`src/rtl/uart_mmio_pkg.sv`:
```
// Shared definitions for the UART MMIO bridge: register map, CON bit layout,
// TX sequencer state encoding and the word-address decode helper.
package uart_mmio_pkg;

   localparam logic [31:0] TXD_OFF = 32'h0;
   localparam logic [31:0] RXD_OFF = 32'h4;
   localparam logic [31:0] CON_OFF = 32'h8;

   localparam int CON_RXNE   = 0;
   localparam int CON_OVR    = 1;
   localparam int CON_TXFULL = 2;
   localparam int CON_TXIDLE = 3;
   localparam int CON_RXIE   = 4;
   localparam int CON_TXIE   = 5;

   // WAIT_BUSY gives up after this many extra cycles (4 cycles in total).
   localparam logic [1:0] BUSY_TIMEOUT = 2'd3;

   typedef enum logic [1:0] {
      IDLE      = 2'd0,
      LAUNCH    = 2'd1,
      WAIT_BUSY = 2'd2,
      WAIT_DONE = 2'd3
   } tx_state_t;

   // Registers are word-sized; the byte offset inside the word is ignored.
   function automatic logic word_hit(logic [31:0] a, logic [31:0] reg_addr);
      return a[31:2] == reg_addr[31:2];
   endfunction

endpackage

```
`src/rtl/uart_mmio_bridge_if.sv`:
```
// CPU data-bus view of the bridge: single-cycle load/store qualifiers with a
// combinational read-data return.
interface uart_mmio_bridge_if;
   logic [31:0] addr;
   logic        MemRead;
   logic        MemWrite;
   logic [31:0] wdata;
   logic [31:0] rdata;

   modport master (output addr, output MemRead, output MemWrite, output wdata, input rdata);
   modport slave  (input addr, input MemRead, input MemWrite, input wdata, output rdata);
endinterface

```
`src/rtl/sync_fifo.sv`:
```
// Show-ahead synchronous FIFO with an extra pointer bit to tell full from empty.
// A push on a full FIFO is accepted only when a pop happens in the same cycle.
module sync_fifo #(
   parameter int WIDTH = 8,
   parameter int DEPTH = 8
) (
   input  logic                     sysclk,
   input  logic                     reset_n,
   input  logic                     push,
   input  logic                     pop,
   input  logic [WIDTH-1:0]         din,
   output logic [WIDTH-1:0]         dout,
   output logic                     full,
   output logic                     empty,
   output logic [$clog2(DEPTH):0]   count
);
   localparam int AW = $clog2(DEPTH);

   logic [WIDTH-1:0] mem [DEPTH];
   logic [AW:0]      wr_ptr;
   logic [AW:0]      rd_ptr;
   logic             do_push;
   logic             do_pop;

   assign empty   = (wr_ptr == rd_ptr);
   assign full    = (wr_ptr[AW] != rd_ptr[AW]) && (wr_ptr[AW-1:0] == rd_ptr[AW-1:0]);
   assign count   = wr_ptr - rd_ptr;
   assign dout    = mem[rd_ptr[AW-1:0]];
   assign do_pop  = pop && !empty;
   assign do_push = push && (!full || do_pop);

   always_ff @(posedge sysclk or negedge reset_n) begin
      if (!reset_n) begin
         wr_ptr <= '0;
         rd_ptr <= '0;
      end else begin
         if (do_push) wr_ptr <= wr_ptr + 1'b1;
         if (do_pop)  rd_ptr <= rd_ptr + 1'b1;
      end
   end

   // Storage needs no reset: empty/full come from the pointers alone.
   always_ff @(posedge sysclk) begin
      if (do_push) mem[wr_ptr[AW-1:0]] <= din;
   end

endmodule

```
`src/rtl/uart_mmio_bridge.sv`:
```
// Memory-mapped TXD/RXD/CON front end between the CPU data bus and the UART
// send/receive wrapper, with RX/TX byte FIFOs and a level interrupt.
module uart_mmio_bridge
   import uart_mmio_pkg::*;
#(
   parameter int          RX_DEPTH  = 8,
   parameter int          TX_DEPTH  = 8,
   parameter logic [31:0] BASE_ADDR = 32'h40000018
) (
   input  logic                 sysclk,
   input  logic                 reset_n,
   uart_mmio_bridge_if.slave    bus,
   input  logic [7:0]           rx_data,
   input  logic                 rx_valid,
   input  logic                 tx_busy,
   output logic [7:0]           tx_data,
   output logic                 tx_start,
   output logic                 irq,
   output tx_state_t            dbg_state
);
   localparam logic [31:0] TXD_A = BASE_ADDR + TXD_OFF;
   localparam logic [31:0] RXD_A = BASE_ADDR + RXD_OFF;
   localparam logic [31:0] CON_A = BASE_ADDR + CON_OFF;

   // Handshakes: rx_valid is a one-cycle strobe with no back-pressure (bytes
   // that find the RX FIFO full are dropped and flagged as overrun); tx_start
   // is a one-cycle trigger issued only while tx_busy is low, with tx_data
   // already stable in that cycle and held until the next launch.

   logic hit_txd, hit_rxd, hit_con;
   logic txd_wr, rxd_rd, con_wr;

   assign hit_txd = word_hit(bus.addr, TXD_A);
   assign hit_rxd = word_hit(bus.addr, RXD_A);
   assign hit_con = word_hit(bus.addr, CON_A);
   assign txd_wr  = bus.MemWrite && hit_txd;
   assign rxd_rd  = bus.MemRead  && hit_rxd;
   assign con_wr  = bus.MemWrite && hit_con;

   logic [7:0]                  rx_dout, tx_dout;
   logic                        rx_full, rx_empty, tx_full, tx_empty;
   logic [$clog2(RX_DEPTH):0]   rx_count;
   logic [$clog2(TX_DEPTH):0]   tx_count;
   logic                        tx_pop;

   sync_fifo #(.WIDTH(8), .DEPTH(RX_DEPTH)) u_rx_fifo (
      .sysclk  (sysclk),
      .reset_n (reset_n),
      .push    (rx_valid),
      .pop     (rxd_rd),
      .din     (rx_data),
      .dout    (rx_dout),
      .full    (rx_full),
      .empty   (rx_empty),
      .count   (rx_count)
   );

   sync_fifo #(.WIDTH(8), .DEPTH(TX_DEPTH)) u_tx_fifo (
      .sysclk  (sysclk),
      .reset_n (reset_n),
      .push    (txd_wr),
      .pop     (tx_pop),
      .din     (bus.wdata[7:0]),
      .dout    (tx_dout),
      .full    (tx_full),
      .empty   (tx_empty),
      .count   (tx_count)
   );

   tx_state_t  state, state_nx;
   logic [1:0] wait_cnt, wait_cnt_nx;
   logic       ld_data;

   always_ff @(posedge sysclk or negedge reset_n) begin
      if (!reset_n) begin
         state    <= IDLE;
         wait_cnt <= '0;
      end else begin
         state    <= state_nx;
         wait_cnt <= wait_cnt_nx;
      end
   end

   // tx_data is captured on the way into LAUNCH so it is valid alongside tx_start.
   always_comb begin
      state_nx    = state;
      wait_cnt_nx = wait_cnt;
      ld_data     = 1'b0;
      tx_pop      = 1'b0;
      case (state)
         IDLE: begin
            if (!tx_empty && !tx_busy) begin
               state_nx = LAUNCH;
               ld_data  = 1'b1;
            end
         end
         LAUNCH: begin
            tx_pop      = 1'b1;
            wait_cnt_nx = '0;
            state_nx    = WAIT_BUSY;
         end
         WAIT_BUSY: begin
            if (tx_busy)                        state_nx = WAIT_DONE;
            else if (wait_cnt == BUSY_TIMEOUT)  state_nx = IDLE;
            else                                wait_cnt_nx = wait_cnt + 2'd1;
         end
         WAIT_DONE: begin
            if (!tx_busy) state_nx = IDLE;
         end
         default: state_nx = IDLE;
      endcase
   end

   assign tx_start  = (state == LAUNCH);
   assign dbg_state = state;

   logic overrun, rx_irq_en, tx_irq_en, tx_idle, ovr_set, ovr_clr;

   assign tx_idle = tx_empty && (state == IDLE) && !tx_busy;
   assign ovr_set = rx_valid && rx_full && !rxd_rd;
   assign ovr_clr = con_wr && bus.wdata[CON_OVR];

   always_ff @(posedge sysclk or negedge reset_n) begin
      if (!reset_n) begin
         tx_data   <= '0;
         overrun   <= 1'b0;
         rx_irq_en <= 1'b0;
         tx_irq_en <= 1'b0;
         irq       <= 1'b0;
      end else begin
         if (ld_data) tx_data <= tx_dout;
         if (ovr_set)      overrun <= 1'b1;
         else if (ovr_clr) overrun <= 1'b0;
         if (con_wr) begin
            tx_irq_en <= bus.wdata[CON_TXIE];
            rx_irq_en <= bus.wdata[CON_RXIE];
         end
         irq <= (rx_irq_en && !rx_empty) || (tx_irq_en && tx_idle);
      end
   end

   logic [5:0] con_val;

   always_comb begin
      con_val              = '0;
      con_val[CON_RXNE]    = !rx_empty;
      con_val[CON_OVR]     = overrun;
      con_val[CON_TXFULL]  = tx_full;
      con_val[CON_TXIDLE]  = tx_idle;
      con_val[CON_RXIE]    = rx_irq_en;
      con_val[CON_TXIE]    = tx_irq_en;
   end

   always_comb begin
      bus.rdata = '0;
      if (hit_rxd && !rx_empty) bus.rdata = {24'b0, rx_dout};
      else if (hit_con)         bus.rdata = {26'b0, con_val};
   end

   logic unused_ok;
   assign unused_ok = ^{bus.wdata[31:8], bus.addr[1:0], rx_count, tx_count};

endmodule

```
`src/flat_wrapper.sv`:
```
// flat-port wrapper written by rule: the top's interface ports become plain ports
module uart_mmio_bridge_flat import uart_mmio_pkg::*;
#(
   parameter int          RX_DEPTH  = 8,
   parameter int          TX_DEPTH  = 8,
   parameter logic [31:0] BASE_ADDR = 32'h40000018
)
  (sysclk, reset_n, rx_data, rx_valid, tx_busy, tx_data, tx_start, irq, dbg_state, bus_addr, bus_MemRead, bus_MemWrite, bus_wdata, bus_rdata);
  uart_mmio_bridge_if bus_i ();
  input  logic sysclk;
  input  logic reset_n;
  input  logic [7:0] rx_data;
  input  logic rx_valid;
  input  logic tx_busy;
  output logic [7:0] tx_data;
  output logic tx_start;
  output logic irq;
  output tx_state_t dbg_state;
  input wire logic [$bits(bus_i.addr)-1:0] bus_addr;
  input wire logic [$bits(bus_i.MemRead)-1:0] bus_MemRead;
  input wire logic [$bits(bus_i.MemWrite)-1:0] bus_MemWrite;
  input wire logic [$bits(bus_i.wdata)-1:0] bus_wdata;
  output wire logic [$bits(bus_i.rdata)-1:0] bus_rdata;
  assign bus_i.addr = bus_addr;
  assign bus_i.MemRead = bus_MemRead;
  assign bus_i.MemWrite = bus_MemWrite;
  assign bus_i.wdata = bus_wdata;
  assign bus_rdata = bus_i.rdata;
  uart_mmio_bridge #(.RX_DEPTH(RX_DEPTH), .TX_DEPTH(TX_DEPTH), .BASE_ADDR(BASE_ADDR)) u_core (.sysclk(sysclk), .reset_n(reset_n), .bus(bus_i), .rx_data(rx_data), .rx_valid(rx_valid), .tx_busy(tx_busy), .tx_data(tx_data), .tx_start(tx_start), .irq(irq), .dbg_state(dbg_state));
endmodule
```
`config.mk`:
```
export PLATFORM = sky130hd
export DESIGN_NAME = uart_mmio_bridge_flat
export DESIGN_NICKNAME = d
export VERILOG_FILES = /design/src/rtl/uart_mmio_pkg.sv /design/src/rtl/uart_mmio_bridge_if.sv /design/src/rtl/sync_fifo.sv /design/src/rtl/uart_mmio_bridge.sv /design/src/flat_wrapper.sv
export SDC_FILE = /design/constraint.sdc
export NUM_CORES = 1
export LEC_CHECK = 0
export ABC_AREA = 0
export CORE_MARGIN = 3
export CORE_UTILIZATION = 45
export CTS_CLUSTER_DIAMETER = 50
export DETAILED_ROUTE_END_ITERATION = 8
export HOLD_SLACK_MARGIN = 0.12
export PLACE_DENSITY = 0.72
export SLEW_MARGIN = 30
export SYNTH_ARGS = -nofsm -noshare
export SYNTH_HDL_FRONTEND = slang
export SYNTH_HIERARCHICAL = 1
export SYNTH_SLANG_ARGS = --single-unit
```
`constraint.sdc`:
```
create_clock -name sysclk -period 3 [get_ports sysclk]
set_clock_uncertainty 0.2 [all_clocks]
set_input_delay 0.3 -clock sysclk [delete_from_list [all_inputs] [get_ports sysclk]]
set_output_delay 0.3 -clock sysclk [all_outputs]
set_load 0.005 [all_outputs]
```
==> impl_metrics.json, run 1 <==
{
  "hold_class": "register to register",
  "io_buffer_count": 71,
  "cap_viol_max_count": 0,
  "die_x_um": 131,
  "max_freq_ghz": 0.342,
  "critPathBufInv": 3,
  "cts-htree-levels": 4,
  "fin_nets": 658,
  "drive_gt1_share_pct": 26.1,
  "post_drt_via_cell_ratio": 5.11,
  "postLayoutCoreUtil_pct": 57.9,
  "core_area_um2": 15300,
  "antenna_found_initial": 0,
  "die-area_um2": 17200,
  "min-delay-start": "u_core/tx_data[6]",
  "fillers": 1161,
  "yosys_warnings": 6,
  "clock_latency_ps": 420,
  "peakVddDrop_v": 0.000443,
  "gp_congestion": 0.808,
  "finalCritPeriodShare_pct": 97.5,
  "grt_pass1_wl_mm": 21.8,
  "cpPeakStageDelay_ps": 520,
  "insertedDiodeCount": 0,
  "path_cells": "inv_1 -> ha_1 -> nand3_1 -> nor2_1 -> buf_4 -> nand4b_1 -> a21oi_1 -> clkdlybuf4s50_1",
  "clock-root-buffer": "clkbuf_16",
  "start_kind": "register",
  "die_h_um": 131,
  "remaining_drc_errors": 0,
  "hpwl_mm": 9.52,
  "slew_viol_final": 0,
  "cpMaxStageDelayCell": "clkdlybuf4s50_1",
  "drtIter0Drc": 272,
  "crit_family": "buffers and inverters",
  "grt_max_degree": 33,
  "setup_viol": 0,
  "final_antenna_net_count": 0,
  "dr.pass1.iters": 5,
  "max_slew_margin_pct": 39.2,
  "p_per_area_nw_per_um2": 614,
  "cp-end-kind": "primary output",
  "syn_inst": 442,
  "route.vias.total": 4049,
  "timing.final.crit_period_ps": 2920,
  "reg2reg_slack_ps": 600,
  "finalPower_uw": 5420,
  "critical_path_required_ps": 2500,
  "ios": 122,
  "worstSetupPathType": "register to primary output",
  "path_clk_slew_ps": 60,
  "p_leak_uw": 0.00325,
  "critPathMaxFanout": 9,
  "reg2reg_to": "u_core/u_rx_fifo/mem[4][2]",
  "initial_core_util_pct": 46.2,
  "crit_arrival_ps": 2420,
  "rsz0062_at_grt": "no",
  "gr-total-overflow": 0,
  "holdPathEnd": "u_core/tx_data[6]",
  "reg2regPathDepth": 6,
  "syn_avg_cell_area_um2": 15.9,
  "numCtsBuffers": 17,
  "grt_use_total_pct": 16.3,
  "numClockSinks": 160,
  "wl_per_cell_um": 17.2,
  "tightestPinTransition_ps": 909,
  "first_global_vias": 4141,
  "totalWireLength_mm": 13.6,
  "cts_buffer_depth": 2,
  "cts_tree": "yes",
  "syn_area_um2": 7050,
  "hold_viol": 0,
  "num_rows": 45,
  "final.setup.tns_ps": 0,
  "area_growth_pct": 25.2,
  "regToRegStartpoint": "u_core/u_rx_fifo/wr_ptr[0]",
  "holdWs_ps": 305,
  "whs_path_depth": 1,
  "layout_common_cells": "edfxtp_1 (128), clkdlybuf4s50_1 (71), nand2_1 (59)",
  "final_common_cell": "edfxtp_1",
  "status": "completed"
}
==> sequential cells by signal, indices dropped and copies added (netlist names) <==
name                     cells
u_core/u_rx_fifo/mem        64
u_core/u_tx_fifo/mem        64
u_core/tx_data               8
u_core/u_rx_fifo/rd_ptr      4
u_core/u_rx_fifo/wr_ptr      4
u_core/u_tx_fifo/rd_ptr      4
u_core/u_tx_fifo/wr_ptr      4
u_core/dbg_state             2
u_core/wait_cnt              2
u_core/irq                   1
u_core/overrun               1
u_core/rx_irq_en             1
u_core/tx_irq_en             1
==> power breakdown <==
| part | switching, uW | internal [uW] |
|---|---|---|
| clock | 879 | 1120 |
| combinational | 353 | 363 |
| sequential | 106 | 2600 |
==> worst reg2reg max path: cells and delay by family, from the launching register on <==
family          cells  cell delay [ps]
fa+ha+maj           1              230
flops               1              430
compound gates      1               80
buf+inv             2              250
simple gates        2              840
==> per-layer routing <==
| layer | wire length [um] | GRT usage, % | part of all wire (%) | vias to the layer above |
|---|---|---|---|---|
| met1 | 5550 | 20.1 | 41 | 2015 |
| li1 | - | - | - | 1883 |
| met2 | 7240 | 28.6 | 53 | 135 |
| met3 | 708 | 3.98 | 5.2 | 16 |
| met4 | 148 | 4.84 | 1.1 | 0 |
| met5 | 0 | 0 | 0 | - |
==> area by class of cell <==
| cell class | count | area, um2 | share of cell area, % |
|---|---|---|---|
| flip-flops and latches | 160 | 4650 | 52.7 |
| inverters | 12 | 45.0 | 0.510 |
| well taps | 211 | 264 | 2.99 |
| clock inverters | 13 | 101 | 1.15 |
| clock buffers | 19 | 454 | 5.14 |
| repair buffers | 124 | 1110 | 12.6 |
| multi-input cells | 254 | 2200 | 24.9 |
==> worst max path at each step <==
stage	depth (start not counted)	from	slack, ps	to
2_1_floorplan	7	bus_addr[8]	40	u_core/u_tx_fifo/mem[1][0]
3_3_place_gp	9	bus_addr[8]	7	u_core/u_tx_fifo/mem[1][6]
3_5_place_dp	6	bus_addr[15]	-40	u_core/u_rx_fifo/mem[4][7]
4_1_cts	7	u_core/u_rx_fifo/wr_ptr[2]	6	bus_rdata[5]
5_1_grt	7	u_core/u_rx_fifo/rd_ptr[0]	2	bus_rdata[4]
6_report	8	u_core/u_rx_fifo/wr_ptr[0]	80	bus_rdata[4]
==> stage by stage <==
stage	setup slack, ps	instances	cell area, um2
after global placement	7.22	750	8170
after CTS	6.33	783	8730
final	76.2	793	8830
after floorplan	39.4	465	7140
after global routing	1.92	793	8830
after detailed placement	-44.9	750	8170
==> what timing repair did <==
action                                  4_1_cts  5_1_grt
hold buffers                                  1        0
buffers inserted                              0       10
hold endpoints to repair                     32        0
resized for setup                             1        7
gates cloned                                  0        0
pin swaps                                     0        2
endpoints found under the setup margin        5        7
No activity file was read; power rests on OpenSTA's default activity.
==> inputs of run 2 (changes only) <==
- CTS_BUF_LIST: default -> sky130_fd_sc_hd__clkbuf_4 sky130_fd_sc_hd__clkbuf_8 sky130_fd_sc_hd__clkbuf_16
==> run 2 against run 1 <==
Against the previous run:
- clock power hardly changed
- critical path depth unchanged
- sequential share of layout area about the same
- largest power group unchanged
- cell area about the same
- worst hold slack about the same
- cell count unchanged
==> impl_metrics.json, run 2 (synthesis gave the netlist of run 1 again) <==
{
  "rsz0062_at_grt": "no",
  "path_cells": "inv_1 -> ha_1 -> nand3_1 -> nor2_1 -> buf_4 -> nand4b_1 -> a21oi_1 -> clkdlybuf4s50_1",
  "worstSetupPathType": "register to primary output",
  "ios": 122,
  "fin_area_um2": 8830,
  "reg2reg_slack_ps": 600,
  "p_leak_uw": 0.00326,
  "start_kind": "register",
  "finalCritPeriodShare_pct": 97.5,
  "peakVddDrop_v": 0.000444,
  "status": "completed",
  "final_common_cell": "edfxtp_1",
  "postLayoutCoreUtil_pct": 57.9,
  "power_switching_uw": 1330,
  "reg2regPathDepth": 6,
  "fillers": 1160,
  "power_frac_clock_pct": 37.0,
  "die_x_um": 131,
  "place_inst": 750,
  "setup_viol": 0,
  "cts-htree-levels": 4,
  "p_per_area_nw_per_um2": 614,
  "worstSetupEndpoint": "bus_rdata[4]",
  "grt_pass1_wl_mm": 21.8,
  "cpPeakStageDelay_ps": 520,
  "io_buffer_count": 71,
  "cts_tree": "yes",
  "route.vias.total": 4023,
  "dpl_cell_area_um2": 8170,
  "critical_path_required_ps": 2500,
  "drive_gt1_share_pct": 26.3,
  "cap_viol_max_count": 0,
  "path_clk_slew_ps": 60,
  "critPathMaxFanout": 9,
  "numClockSinks": 160,
  "max_slew_margin_pct": 38.8,
  "slew_viol_final": 0,
  "hold_class": "register to register",
  "holdWs_ps": 305,
  "totalWireLength_mm": 13.6,
  "remaining_drc_errors": 0,
  "layout_common_cells": "edfxtp_1 (128), clkdlybuf4s50_1 (71), nand2_1 (59)",
  "regToRegStartpoint": "u_core/u_rx_fifo/wr_ptr[0]",
  "initial_core_util_pct": 46.2,
  "first_global_vias": 4137,
  "die_h_um": 131,
  "p_int_uw": 4090,
  "wl_per_cell_um": 17.2,
  "cp-end-kind": "primary output",
  "area_growth_pct": 25.3,
  "hold_viol": 0,
  "grt_max_degree": 33,
  "cts_buffer_depth": 2,
  "grt_use_total_pct": 16.3,
  "fin_nets": 658,
  "final_antenna_net_count": 0,
  "insertedDiodeCount": 0,
  "finalNonFillerCells": 793,
  "max_freq_ghz": 0.342,
  "timing.final.crit_period_ps": 2920,
  "gp_congestion": 0.808,
  "numCtsBuffers": 17,
  "clock-root-buffer": "clkbuf_16",
  "core_area_um2": 15300,
  "gr-total-overflow": 0,
  "hpwl_mm": 9.52,
  "cpMaxStageDelayCell": "clkdlybuf4s50_1",
  "dr.pass1.iters": 4,
  "sw_frac_of_total_pct": 24.6,
  "num_rows": 45,
  "final.setup.tns_ps": 0,
  "p_comb_share_pct": 13.2,
  "reg2reg_to": "u_core/u_rx_fifo/mem[4][2]",
  "post_drt_via_cell_ratio": 5.07,
  "antenna_found_initial": 0,
  "crit_arrival_ps": 2420,
  "startpoint": "u_core/u_rx_fifo/wr_ptr[0]",
  "tightestPinTransition_ps": 915,
  "drtIter0Drc": 275,
  "die-area_um2": 17200,
  "seq_power_share_pct": 49.8,
  "clock_latency_ps": 430
}
-- run 2: cell types whose count changed in the layout (fill, tap and decap cells not counted) --
| cell | change |
|---|---|
| clkbuf_4 | +1 |
| clkbuf_1 | -1 |
-- run 2: worst min-delay path by stage --
stage	slack (ps)	cells after the start	from	to
after CTS	310	1	u_core/tx_data[6]	u_core/tx_data[6]
after detailed placement	300	1	u_core/tx_data[6]	u_core/tx_data[6]
after global placement	290	1	u_core/tx_data[7]	u_core/tx_data[7]
after floorplan	-200	0	reset_n	u_core/dbg_state[0]
final	300	1	u_core/tx_data[6]	u_core/tx_data[6]
after global routing	320	1	u_core/tx_data[3]	u_core/tx_data[3]
-- run 2: power by group through the flow --
stage / clock network (uW) / logic, uW / registers [uW]
2_1_floorplan: 0 / 363 / 2710
3_3_place_gp: 0 / 579 / 2750
3_5_place_dp: 0 / 605 / 2770
4_1_cts: 2070 / 611 / 2720
5_1_grt: 2150 / 783 / 2730
6_report: 2010 / 713 / 2700
-- run 2: worst max-delay path: cells and delay by family, from the launching register on --
| kind | cells | cell delay, ps |
|---|---|---|
| adder cells (fa/ha/maj) | 1 | 230 |
| buffers and inverters | 3 | 780 |
| AND/OR/NAND/NOR | 3 | 370 |
| AO/OA/AOI/OAI | 1 | 190 |
| flip-flops | 1 | 430 |
-- run 2: metal layers --
layer / track usage, % / vias to the layer above / part of all wire (%)
met1: 20.1 / 2027 / 41
met3: 3.98 / 9 / 4.8
met2: 28.6 / 103 / 53
li1: - / 1884 / -
met5: 0 / - / 0
met4: 4.84 / 0 / 0.65
-- run 2: area by class of cell --
cell class                      count  area, um2  area share (%)
Multi-Input combinational cell    254       2200            24.9
Inverter                           12       45.0           0.510
Clock buffer                       19        458            5.18
Timing Repair Buffer              124       1110            12.6
Clock inverter                     13        101            1.15
Tap cell                          211        264            2.99
Sequential cell                   160       4650            52.6
-- run 2: through the flow --
step,total power (uW),setup WS (ps)
after global routing,5660,1.92
after global placement,3330,7.22
after detailed placement,3370,-44.9
final,5420,76.2
after CTS,5400,6.33
after floorplan,3080,39.4
-- run 2: what timing repair did --
item | 4_1_cts | 5_1_grt
cloned | 0 | 0
gates resized for setup | 1 | 7
setup buffers | 0 | 10
endpoints found under the setup margin | 5 | 7
pin swaps | 0 | 2
hold buffers | 1 | 0
hold endpoints to repair | 32 | 0
